[src/rtl/intr_gw_pkg.sv]
// Shared definitions for the interrupt gateway bank: limits, per-source state
// encoding and the PLIC-side control bundle handed to each gateway cell.
package intr_gw_pkg;

  localparam int SYNC_STAGES_DEFAULT = 3;
  localparam int N_SRC_MAX           = 64;

  // Bit 0 = pending, bit 1 = inflight.
  typedef enum logic [1:0] {
    GW_IDLE      = 2'b00,
    GW_PEND      = 2'b01,
    GW_INFL      = 2'b10,
    GW_INFL_PEND = 2'b11
  } gw_state_e;

  typedef struct packed {
    logic ready;
    logic complete;
    logic overrun_clr;
  } gw_plic_req_t;

endpackage

[src/rtl/interrupt_gateway_cell.sv]
// One interrupt source: synchroniser, rise detect, pending/inflight tracking
// and the sticky lost-edge flag.
module interrupt_gateway_cell
  import intr_gw_pkg::*;
#(
  parameter int SYNC_STAGES = SYNC_STAGES_DEFAULT,
  parameter bit IS_EDGE     = 1'b0
) (
  input  logic         clock,
  input  logic         reset,
  input  logic         irq,
  input  gw_plic_req_t req,
  output logic         gw_valid,
  output logic         edge_overrun
);

  logic [SYNC_STAGES-1:0] sync_q;
  logic                   sync;
  logic                   prev_sync;
  logic                   rise;
  logic                   accept;
  logic                   ovr_set;
  gw_state_e              state_q;
  gw_state_e              state_d;

  always_ff @(posedge clock or posedge reset) begin
    if (reset) begin
      sync_q    <= '0;
      prev_sync <= 1'b0;
    end else begin
      sync_q    <= {sync_q[SYNC_STAGES-2:0], irq};
      prev_sync <= sync;
    end
  end

  assign sync = sync_q[SYNC_STAGES-1];
  // Level sources never see a rise, so they only ever use IDLE and INFL.
  assign rise = IS_EDGE & sync & ~prev_sync;

  always_comb begin
    gw_valid = 1'b0;
    if (IS_EDGE) gw_valid = (state_q == GW_PEND);
    else         gw_valid = sync & (state_q == GW_IDLE);
  end

  assign accept = gw_valid & req.ready;

  always_comb begin
    state_d = state_q;
    ovr_set = 1'b0;
    case (state_q)
      GW_IDLE: begin
        if (accept)    state_d = GW_INFL;
        else if (rise) state_d = GW_PEND;
      end
      GW_PEND: begin
        // A rise coinciding with the accept is kept as the next request.
        if (accept)    state_d = rise ? GW_INFL_PEND : GW_INFL;
        else if (rise) ovr_set = 1'b1;
      end
      GW_INFL: begin
        if (req.complete) state_d = rise ? GW_PEND : GW_IDLE;
        else if (rise)    state_d = GW_INFL_PEND;
      end
      GW_INFL_PEND: begin
        ovr_set = rise;
        if (req.complete) state_d = GW_PEND;
      end
      default: state_d = GW_IDLE;
    endcase
  end

  always_ff @(posedge clock or posedge reset) begin
    if (reset) begin
      state_q      <= GW_IDLE;
      edge_overrun <= 1'b0;
    end else begin
      state_q <= state_d;
      if (ovr_set)              edge_overrun <= 1'b1;
      else if (req.overrun_clr) edge_overrun <= 1'b0;
    end
  end

endmodule

[src/rtl/interrupt_gateway_bank.sv]
// Bank of independent interrupt gateways, one cell per source; EDGE_MASK
// selects edge or level semantics per source.
module interrupt_gateway_bank
  import intr_gw_pkg::*;
#(
  parameter int               N_SRC       = 8,
  parameter int               SYNC_STAGES = SYNC_STAGES_DEFAULT,
  parameter logic [N_SRC-1:0] EDGE_MASK   = '0
) (
  input  logic             clock,
  input  logic             reset,
  input  logic [N_SRC-1:0] irq_in,
  output logic [N_SRC-1:0] gw_valid,
  input  logic [N_SRC-1:0] gw_ready,
  input  logic [N_SRC-1:0] gw_complete,
  output logic [N_SRC-1:0] edge_overrun,
  input  logic [N_SRC-1:0] overrun_clr
);

  for (genvar i = 0; i < N_SRC; i++) begin : g_src
    gw_plic_req_t req;

    assign req = '{ready: gw_ready[i], complete: gw_complete[i], overrun_clr: overrun_clr[i]};

    interrupt_gateway_cell #(
      .SYNC_STAGES (SYNC_STAGES),
      .IS_EDGE     (EDGE_MASK[i])
    ) u_cell (
      .clock        (clock),
      .reset        (reset),
      .irq          (irq_in[i]),
      .req          (req),
      .gw_valid     (gw_valid[i]),
      .edge_overrun (edge_overrun[i])
    );
  end

endmodule

[config.mk]
export PLATFORM = sky130hd
export DESIGN_NAME = interrupt_gateway_bank
export DESIGN_NICKNAME = d
export VERILOG_FILES = /design/src/rtl/intr_gw_pkg.sv /design/src/rtl/interrupt_gateway_cell.sv /design/src/rtl/interrupt_gateway_bank.sv
export SDC_FILE = /design/constraint.sdc
export NUM_CORES = 1
export LEC_CHECK = 0
export ABC_AREA = 1
export CAP_MARGIN = 20
export CORE_MARGIN = 3
export CORE_UTILIZATION = 61
export DETAILED_ROUTE_END_ITERATION = 10
export DONT_BUFFER_PORTS = 1
export MAX_ROUTING_LAYER = met4
export PLACE_DENSITY = 0.8
export SLEW_MARGIN = 25
export SYNTH_ARGS = -nofsm -noshare
export SYNTH_HDL_FRONTEND = slang
export SYNTH_SLANG_ARGS = --single-unit
[constraint.sdc]
create_clock -name clock -period 2.3 [get_ports clock]
set_input_delay 0.115 -clock clock [delete_from_list [all_inputs] [get_ports clock]]
set_output_delay 0.115 -clock clock [all_outputs]
set_load 0.005 [all_outputs]
==> results of run 1 <==
[state kept, by name, indices dropped and copies added (netlist names)]
register,flops
g_src.u_cell.sync_q,24
g_src.u_cell.state_q,16
[power by group]
| part | total (uW) | leakage, uW | internal, uW | switching (uW) |
|---|---|---|---|---|
| sequential | 759 | 0.000493 | 740 | 19.1 |
| combinational | 103 | 0.000285 | 58.4 | 45.1 |
| clock | 348 | 0.0000380 | 145 | 202 |
| total | 1210 | 0.000816 | 943 | 267 |
[cell type report]
cell class / instances / share of cell area
Clock inverter: 2 / 0.00623
Tap cell: 27 / 0.0210
Multi-Input combinational cell: 48 / 0.137
Clock buffer: 6 / 0.0319
Timing Repair Buffer: 26 / 0.160
Inverter: 9 / 0.0210
Sequential cell: 40 / 0.623
[cells by family (layout without fill, tap and decap cells)]
group | after synthesis | after routing | synth area share
flip-flops | 40 | 40 | 0.726
AND/OR/NAND/NOR | 40 | 40 | 0.138
other | 1 | 8 | 0.00272
buffers and inverters | 33 | 43 | 0.133
[stage by stage]
stage	setup slack, ps	hold WS (ps)	util	cells
after floorplan	1270	146	-	121
after global placement	1450	104	0.635	125
after detailed placement	1410	123	0.635	125
after CTS	1030	305	0.787	158
after global routing	951	298	0.787	158
final	1030	297	0.787	158
[cell usage after synthesis, drive strengths merged]
cell,number
nand3,8
nor3b,8
clkbuf,8
nand2,16
conb,1
dfrtp,40
nor2,8
buf,16
inv,9
[final timing paths]
kind	from	to	slack, ps	cells after the start
worst max register to register	g_src[7].u_cell.state_q[0]	g_src[7].u_cell.state_q[1]	1030	4
max in group asynchronous	reset	g_src[3].u_cell.sync_q[1]	1270	3
worst min-delay path	reset	g_src[0].u_cell.sync_q[2]	300	2
min in group clock	irq_in[7]	g_src[7].u_cell.sync_q[0]	330	1
worst max-delay path	g_src[7].u_cell.state_q[0]	g_src[7].u_cell.state_q[1]	1030	4
worst min register to register	g_src[2].u_cell.sync_q[1]	g_src[2].u_cell.sync_q[2]	350	0
[routing by layer]
layer / wire, um / up-vias
li1: - / 351
met1: 733 / 341
met2: 1050 / 36
met3: 151 / 7
met4: 45 / 0
met5: 0 / -
==> out/qor.yml, run 1 <==
clock_network:
  cts_resized: 0
  ctsHtreeMaxLevel: 2
  cts_buffers: 5
  cts.sinks: 40
  clk_latency_ps: 330
  tritoncts: "yes"
  post_cts_buffers: 0
  cts_buffer_depth: 2
  cts-hold-fix-buffers: 25
  path_clk_slew_ps: 100
  cts-root-buf: "clkbuf_4"
die:
  die_x_um: 53.5
  fp.coreArea_um2: 2040
  start_util: 0.675
  pin_count: 50
  dieArea_um2: 2870
  rows: 16
  die_y_um: 53.5
power_and_ir_drop:
  irDropWorstVdd_mv: 0.586
  power_leakage_uw: 0.000816
  p_per_area_nw_per_um2: 753
  power.total_uw: 1210
layout:
  fin_nets: 164
  design_area_um2: 1610
  antenna_cells: 0
  layout_commonest_cell: "dfrtp_1"
  fillers: 126
  final_cell_mix: "dfrtp_1 (40), dlygate4sd3_1 (25), nand2_1 (16), inv_1 (9)"
  final-seq-area_um2: 1000
  syn_to_final_growth_pct: 16.6
  drive_gt1_frac: 0.0687
  multi_input_area_um2: 220
critical_path:
  critPathArrivalTime_ps: 1550
  crit_fanout: 3
  required_ps: 2580
  crit_buf_inv: 1
  crit_type: "reg -> reg"
  crit_family: "buffers and inverters"
  path_cells: "nor2_1 -> nand3_1 -> nand2_1 -> dlygate4sd3_1"
  end_kind: "flop"
  start_kind: "flop"
  max_stage_delay_ps: 550
  slowest_stage: "dlygate4sd3_1"
yosys:
  synth.distinct_cells: 9
  ys_seq_area_frac: 0.726
  ys_seq_elements: 40
  synth_largest_area_cell: "dfrtp_1"
  synth_area_leaders: "dfrtp_1 (73%), buf_4 (8.7%), nand2_1 (4.4%), nor3b_1 (4.4%), nand3_1 (2.9%)"
  synth_top_area_frac: 0.726
  netlist_area_um2: 1380
  synth_area_per_cell_um2: 12.1
  ys.warnings.count: 0
  synthCells: 114
global_routing:
  use_met3: 0.0831
  grt_pass1_wl_um: 3270
  track_usage: 0.181
  grt_most_used_layer: "met2"
  first_global_vias: 778
  use_met1: 0.172
  antenna_found_initial: 0
  grt_overflow: 0
  grt_use_met2: 0.296
  grt_start_max_net_pins: 24
min_path:
  hp-class: "in -> async"
detailed_routing:
  final_antenna_net_count: 0
  avgRoutedWirePerCell_um: 12.5
  drt_wl_total_um: 1980
  drt-initial-drc-count: 3
  via_per_inst: 4.65
  vias: 735
  dr.pass1.iters: 3
  drc: 0
timing:
  period_needed_ps: 1270
  maxSlewViolCount: 0
  hold_viol_final: 0
  fmax_mhz: 785
  worst_slew_pin_slew_ps: 637
  rsz0062_at_grt: "false"
  finClkSkew_ps: 6.64
  setup_viol: 0
  fin_tns_setup_ps: 0
  period_share: 0.554
  timing.slew.headroom: 0.575
job:
  max-cap-violations: 0
placed_design:
  placed_area_um2: 1300
  portBuffers: 0
  gp_congestion: 0.608
  hpwlAfterDp_um: 1250
run_status:
  status: "finished clean"
Power figures use the tool's default switching activity.
==> run 2, diff against run 1 <==
--- a/config.mk
+++ b/config.mk
@@ -5,14 +5,14 @@
 export SDC_FILE = /design/constraint.sdc
 export NUM_CORES = 1
 export LEC_CHECK = 0
-export ABC_AREA = 1
+export ABC_AREA = 0
 export CAP_MARGIN = 20
 export CORE_MARGIN = 3
-export CORE_UTILIZATION = 61
+export CORE_UTILIZATION = 59
 export DETAILED_ROUTE_END_ITERATION = 10
 export DONT_BUFFER_PORTS = 1
 export MAX_ROUTING_LAYER = met4
-export PLACE_DENSITY = 0.8
+export PLACE_DENSITY = 0.78
 export SLEW_MARGIN = 25
 export SYNTH_ARGS = -nofsm -noshare
 export SYNTH_HDL_FRONTEND = slang
==> constraint.sdc (replaced) <==
create_clock -name clock -period 1.32 [get_ports clock]
set_input_delay 0.066 -clock clock [delete_from_list [all_inputs] [get_ports clock]]
set_output_delay 0.066 -clock clock [all_outputs]
set_load 0.005 [all_outputs]
==> run 2 against run 1 <==
Synthesized area decreased by 1.5%. Power up 92%. Critical endpoint is now gw_valid[7]. Utilization is 0.27 points higher. Cell count fell by 15%. Via count decreased by 11%. Sequential share of layout area shrank 0.81 points. Flip-flop and latch count is the same. Synthesized cell count fell by 21%. Wire length increased by 2.7%. Global-route usage shrank 2.0 points. Cell area is 1.3% higher.
==> out/qor.yml, run 2 <==
die:
  fp.coreArea_um2: 2060  # +0.98%
  die_y_um: 54.0  # +0.83%
  dieArea_um2: 2910  # +1.7%
  start_util: 0.659  # -0.0163
  rows: 16  # unchanged
  die_x_um: 54.0  # +0.83%
  pin_count: 50  # unchanged
timing:
  finClkSkew_ps: 18.5  # +11.8 ps
  setup_viol: 0  # unchanged
  period_share: 0.954
  period_needed_ps: 1260
  fin_tns_setup_ps: 0  # unchanged
  maxSlewViolCount: 0  # unchanged
  rsz0062_at_grt: "false"
  fmax_mhz: 794
  hold_viol_final: 0  # unchanged
clock_network:
  ctsHtreeMaxLevel: 2  # unchanged
  clk_latency_ps: 330  # about the same
  path_clk_slew_ps: 120  # +20 ps
  cts_buffers: 5  # unchanged
  tritoncts: "yes"
  cts-root-buf: "clkbuf_4"
  cts_buffer_depth: 2  # unchanged
  cts_resized: 0  # unchanged
  cts.sinks: 40  # unchanged
global_routing:
  grt_overflow: 0  # unchanged
  first_global_vias: 674  # -13%
  antenna_found_initial: 0  # unchanged
  grt_pass1_wl_um: 3020  # -7.6%
  grt_start_max_net_pins: 41  # +71%
  track_usage: 0.161  # -0.0203
detailed_routing:
  vias: 651  # -11%
  drt-initial-drc-count: 3  # unchanged
  drt_wl_total_um: 2040  # +2.7%
  drc: 0  # unchanged
  final_antenna_net_count: 0  # unchanged
  via_per_inst: 4.82  # +3.7%
  dr.pass1.iters: 2  # -1
  avgRoutedWirePerCell_um: 15.1  # +20%
layout:
  antenna_cells: 0  # unchanged
  layout_commonest_cell: "dfrtp_1"
  fillers: 117  # -7.1%
  syn_to_final_growth_pct: 19.9
  drive_gt1_frac: 0.0926  # +0.0239
  final_cell_mix: "dfrtp_1 (40), dlygate4sd3_1 (25)"
  top_register: "g_src.u_cell.sync_q"
  fin_nets: 141  # -14%
  largestRegisters: "g_src.u_cell.sync_q x24, g_src.u_cell.state_q x16"
  largest_reg_flops: 24  # unchanged
yosys:
  async_flop_share: 1.00  # unchanged
  synth.distinct_cells: 8  # -1
  ys_seq_area_frac: 0.737  # +0.0107
  ys_seq_elements: 40  # unchanged
  synth_largest_area_cell: "dfrtp_1"
  netlist_area_um2: 1360  # -1.5%
  ys.warnings.count: 0  # unchanged
  synth_most_common_cell: "dfrtp_1"
  synth_area_leaders: "dfrtp_1 (74%), buf_4 (8.8%), mux2i_1 (5.9%), nand3b_1 (4.4%), nor3b_1 (4.4%)"
  synth_edf_count: 0  # unchanged
  synth_top_area_frac: 0.737  # +0.0107
  synth_area_per_cell_um2: 15.1  # +25%
  synthCells: 90  # -21%
  synthFlopType: "dfrtp_1"
  synth_common_cells: "dfrtp_1 (40), buf_4 (16)"
critical_path:
  crit_family: "flip-flops"
  start_kind: "flop"
  required_ps: 1250  # -1330 ps
  slowest_stage: "dfrtp_1"
  crit_fanout: 3  # unchanged
  crit_type: "reg -> out"
  critPathArrivalTime_ps: 1190  # -360 ps
  path_cells: "buf_4 -> nor3b_1"
  crit_buf_inv: 1  # unchanged
  end_kind: "output pin"
  max_stage_delay_ps: 420  # -130 ps
power_and_ir_drop:
  p_per_area_nw_per_um2: 1430  # +90%
  power_leakage_uw: 0.000757  # -7.2%
  power.total_uw: 2320  # +92%
  irDropWorstVdd_mv: 1.57  # +170%
run_status:
  status: "finished clean"
placed_design:
  hpwlAfterDp_um: 1110  # -11%
  portBuffers: 0  # unchanged
  gp_congestion: 0.613  # +0.84%
job:
  max-cap-violations: 0  # unchanged
min_path:
  hp-class: "in -> async"
## run 2: cell count changes after synthesis
cell      delta
nand3b_1     +8
nand3_1      -8
nand2_1     -16
inv_1        -8
nor2_1       -8
mux2i_1      +8
## run 2: report_power, final
part           total [uW]  leakage [uW]  switching, uW  internal, uW
Combinational         144      0.000214           61.6          82.9
Clock                 862     0.0000515            358           503
Sequential           1320      0.000491           31.1          1290
## run 2: routing by layer
layer | GRT usage | part of all wire
met4 | 0.0498 | 0.0044
met2 | 0.262 | 0.53
met3 | 0.0748 | 0.064
met1 | 0.174 | 0.40
met5 | - | 0
## run 2: final timing paths
| kind | cells after the start | endpoint | start | slack [ps] |
|---|---|---|---|---|
| worst min-delay path | 3 | g_src[6].u_cell.sync_q[1] | reset | 280 |
| worst max register to register | 2 | g_src[5].u_cell.state_q[1] | g_src[5].u_cell.state_q[0] | 490 |
| max in group asynchronous | 3 | g_src[5].u_cell.sync_q[2] | reset | 700 |
| worst min register to register | 0 | g_src[1].u_cell.sync_q[2] | g_src[1].u_cell.sync_q[1] | 340 |
| worst max-delay path | 2 | gw_valid[7] | g_src[7].u_cell.state_q[0] | 60 |
| min in group clock | 1 | g_src[6].u_cell.sync_q[0] | irq_in[6] | 290 |
## run 2: final cells by class
cell class                 instances  area [um2]  area share
multi-input combinational         32         230       0.141
sequential                        40        1000       0.614
clock buffer                       7        65.1      0.0399
tap                               27        33.8      0.0207
inverter                           1        3.75     0.00230
timing repair buffer              27         265       0.163
clock inverter                     1        30.0      0.0184
## run 2: worst min-delay path, cell delays in order
cell	delay, ps
dlygate4sd3_1	530
inv_1	60
buf_4	410
## run 2: cells by family (layout without fill, tap and decap cells)
| family | after synthesis | count (layout) | synth area share |
|---|---|---|---|
| flops | 40 | 40 | 0.737 |
| other cells | 1 | 8 | 0.00276 |
| mux | 8 | 8 | 0.0589 |
| simple gates | 16 | 16 | 0.0884 |
| buf+inv | 25 | 36 | 0.113 |
## run 2: per-stage QoR
| step | hold slack (ps) | setup slack, ps | instances | util | area [um2] |
|---|---|---|---|---|---|
| after floorplan | 97.4 | 336 | 97 | - | 1390 |
| after global placement | 93.1 | 602 | 101 | 0.619 | 1280 |
| after detailed placement | 95.4 | 546 | 101 | 0.619 | 1280 |
| after CTS | 280 | 29.2 | 134 | 0.786 | 1620 |
| after global routing | 267 | 21.0 | 135 | 0.790 | 1630 |
| final | 279 | 60.7 | 135 | 0.790 | 1630 |
## run 2: repair_timing
item | 4_1_cts | 5_1_grt
endpoints found under the hold margin | 56 | 2
hold buffers | 25 | 2
setup endpoints to repair | 0 | 2
buffers inserted | 0 | 1
==> run 3, diff against run 2 <==
--- a/config.mk
+++ b/config.mk
@@ -6,13 +6,12 @@
 export NUM_CORES = 1
 export LEC_CHECK = 0
 export ABC_AREA = 0
-export CAP_MARGIN = 20
+export BUFFER_PORTS_ARGS = -buffer_cell sky130_fd_sc_hd__buf_2
 export CORE_MARGIN = 3
-export CORE_UTILIZATION = 59
+export CORE_UTILIZATION = 47
 export DETAILED_ROUTE_END_ITERATION = 10
-export DONT_BUFFER_PORTS = 1
 export MAX_ROUTING_LAYER = met4
-export PLACE_DENSITY = 0.78
+export PLACE_DENSITY = 0.8
 export SLEW_MARGIN = 25
 export SYNTH_ARGS = -nofsm -noshare
 export SYNTH_HDL_FRONTEND = slang
==> constraint.sdc (replaced) <==
create_clock -name clock -period 1.3 [get_ports clock]
set_input_delay 0.065 -clock clock [delete_from_list [all_inputs] [get_ports clock]]
set_output_delay 0.065 -clock clock [all_outputs]
set_load 0.005 [all_outputs]
==> run 3 against run 2 <==
Wire length rose by 1.4%. Setup slack improved by 79 ps. First-iteration DRC count rose to 7.0 times the previous value. Clock skew fell by 6.3 ps. Critical path depth did not move. Sequential share of layout area fell by 5.3 points. Via count rose by 18%. Die area rose by 23%. Global-route usage fell by 2.1 points. Highest routed layer unchanged. Worst hold slack got worse by 50 ps. Register-to-register slack improved by 20 ps. Non-clock buffer count rose by 33.
==> out/qor.yml, run 3 (synthesis gave the netlist of run 2 again) <==
detailed_routing:
  dr.pass1.iters: 4  # +2
  wl_met1_um: 807  # -1.9%
  drc: 0  # unchanged
  final_antenna_net_count: 0  # unchanged
  wl_met2_um: 1060  # -1.6%
  vias: 769  # +18%
  drt-initial-drc-count: 21  # +18
  via_per_inst: 4.50  # -6.7%
  drt_wl_total_um: 2060  # +1.4%
  met3RoutedLength_um: 148  # +14%
  highest_layer: "met4"
  avgRoutedWirePerCell_um: 12.1  # -20%
critical_path:
  end_kind: "output pin"
  reg2regPathDepth: 2  # unchanged
  required_ps: 1240  # about the same
  worstReg2RegEnd: "g_src[4].u_cell.state_q[1]"
  critPathArrivalTime_ps: 1100  # -90 ps
  start_kind: "flop"
  crit_type: "reg -> out"
  reg2reg_slack_ps: 510  # +20 ps
  r2r-start: "g_src[4].u_cell.state_q[0]"
  crit_fanout: 3  # unchanged
clock_network:
  path_clk_slew_ps: 120  # about the same
  ctsHtreeMaxLevel: 2  # unchanged
  cts_buffer_depth: 2  # unchanged
  clk_latency_ps: 350  # +20 ps
  tritoncts: "yes"
  post_cts_buffers: 0  # unchanged
  cts-root-buf: "clkbuf_4"
  cts_buffers: 5  # unchanged
  cts.sinks: 40  # unchanged
die:
  die_x_um: 59.8  # +11%
  dieArea_um2: 3570  # +23%
  fp.coreArea_um2: 2610  # +27%
  die_y_um: 59.8  # +11%
  pin_count: 50  # unchanged
  start_util: 0.520  # -0.139
  rows: 18  # +2
power_and_ir_drop:
  net-switching-power_uw: 494  # +9.6%
  power_leakage_uw: 0.000880  # +16%
  p_int_uw: 1830  # -2.2%
  seqPwrFrac: 0.575  # +0.008
  p_per_area_nw_per_um2: 1300  # -8.6%
  power.total_uw: 2330  # about the same
  share_comb_of_total_power: 0.085  # +0.023
  switching_share: 0.213  # +0.0184
  irDropWorstVdd_mv: 1.21  # -23%
  clkPwrFrac: 0.341  # -0.030
layout:
  final_cell_mix: "dfrtp_1 (40), buf_2 (33), dlygate4sd3_1 (25)"
  largest_reg_flops: 24  # unchanged
  fin_nets: 174  # +23%
  antenna_cells: 0  # unchanged
  top_register: "g_src.u_cell.sync_q"
  fillers: 174  # +49%
  largestRegisters: "g_src.u_cell.sync_q x24, g_src.u_cell.state_q x16"
  multi_input_area_um2: 230  # unchanged
  syn_to_final_growth_pct: 31.2
  final-seq-area_um2: 1000  # unchanged
  layout_commonest_cell: "dfrtp_1"
  drive_gt1_frac: 0.305  # +0.212
timing:
  hold_viol_final: 0  # unchanged
  rsz0062_at_grt: "false"
  fmax_mhz: 862
  finClkSkew_ps: 12.1  # -6.31 ps
  setup_viol: 0  # unchanged
  maxSlewViolCount: 0  # unchanged
  period_share: 0.893
  fin_tns_setup_ps: 0  # unchanged
  period_needed_ps: 1160
  holdWs_ps: 229  # -50.2 ps
placed_design:
  gp_congestion: 0.698  # +14%
  portBuffers: 33  # +33
  hpwlAfterDp_um: 1300  # +17%
job:
  max-cap-violations: 0  # unchanged
global_routing:
  antenna_found_initial: 0  # unchanged
  grt_pass1_wl_um: 3410  # +13%
  track_usage: 0.140  # -0.0209
  first_global_vias: 812  # +20%
  grt_overflow: 0  # unchanged
  grt_start_max_net_pins: 18  # -56%
min_path:
  hp-class: "in -> async"
run_status:
  status: "finished clean"
[run 3: cell types whose count changed in the layout (fill, tap and decap cells not counted)]
cell and change:
clkinvlp_4 +1, clkbuf_8 -2, buf_2 +33, clkinv_2 +1
[run 3: metal layers]
layer / GRT usage / up-vias
met5: - / -
met4: 0.101 / 0
met3: 0.0497 / 7
met2: 0.211 / 29
met1: 0.150 / 369
li1: - / 364
[run 3: area by class of cell]
cell class,instances,area share
clock inverter,3,0.0239
multi-input combinational,32,0.129
sequential,40,0.561
timing repair buffer,60,0.241
clock buffer,5,0.0211
inverter,1,0.00211
tap,30,0.0211
[run 3: what timing repair did]
item | 4_1_cts | 5_1_grt
endpoints found under the hold margin | 26 | 0
endpoints found under the setup margin | 0 | 0
resized for setup | 0 | 0
hold buffers | 25 | 0
[run 3: critical path, cell delays in order, from the launching register on]
cell,delay (ps)
dfrtp_1,410
nor3b_1,210
buf_2,140
[run 3: per-stage QoR]
stage | utilization | std cells | worst slack, ps | area, um2
floorplan | - | 97 | 317 | 1390
global placement | 0.556 | 138 | 544 | 1450
detailed placement | 0.556 | 138 | 519 | 1450
CTS | 0.682 | 171 | 113 | 1780
global route | 0.682 | 171 | 45.2 | 1780
finish | 0.682 | 171 | 140 | 1780
[run 3: power by group through the flow]
stage / Clock, uW / Combinational, uW / Sequential [uW]
after floorplan: 0 / 115 / 1350
after global placement: 0 / 135 / 1360
after detailed placement: 0 / 141 / 1360
after CTS: 822 / 199 / 1340
after global routing: 870 / 222 / 1340
final: 792 / 197 / 1340
[run 3: worst max-delay path by stage]
stage | start | to | slack [ps] | cells past startpoint
floorplan | reset | g_src[0].u_cell.state_q[0] | 320 | 1
finish | g_src[3].u_cell.state_q[0] | gw_valid[3] | 140 | 2
global placement | g_src[0].u_cell.state_q[1] | gw_valid[0] | 540 | 2
global route | g_src[2].u_cell.state_q[1] | gw_valid[2] | 50 | 2
CTS | g_src[4].u_cell.state_q[0] | gw_valid[4] | 110 | 2
detailed placement | g_src[4].u_cell.state_q[0] | gw_valid[4] | 520 | 2
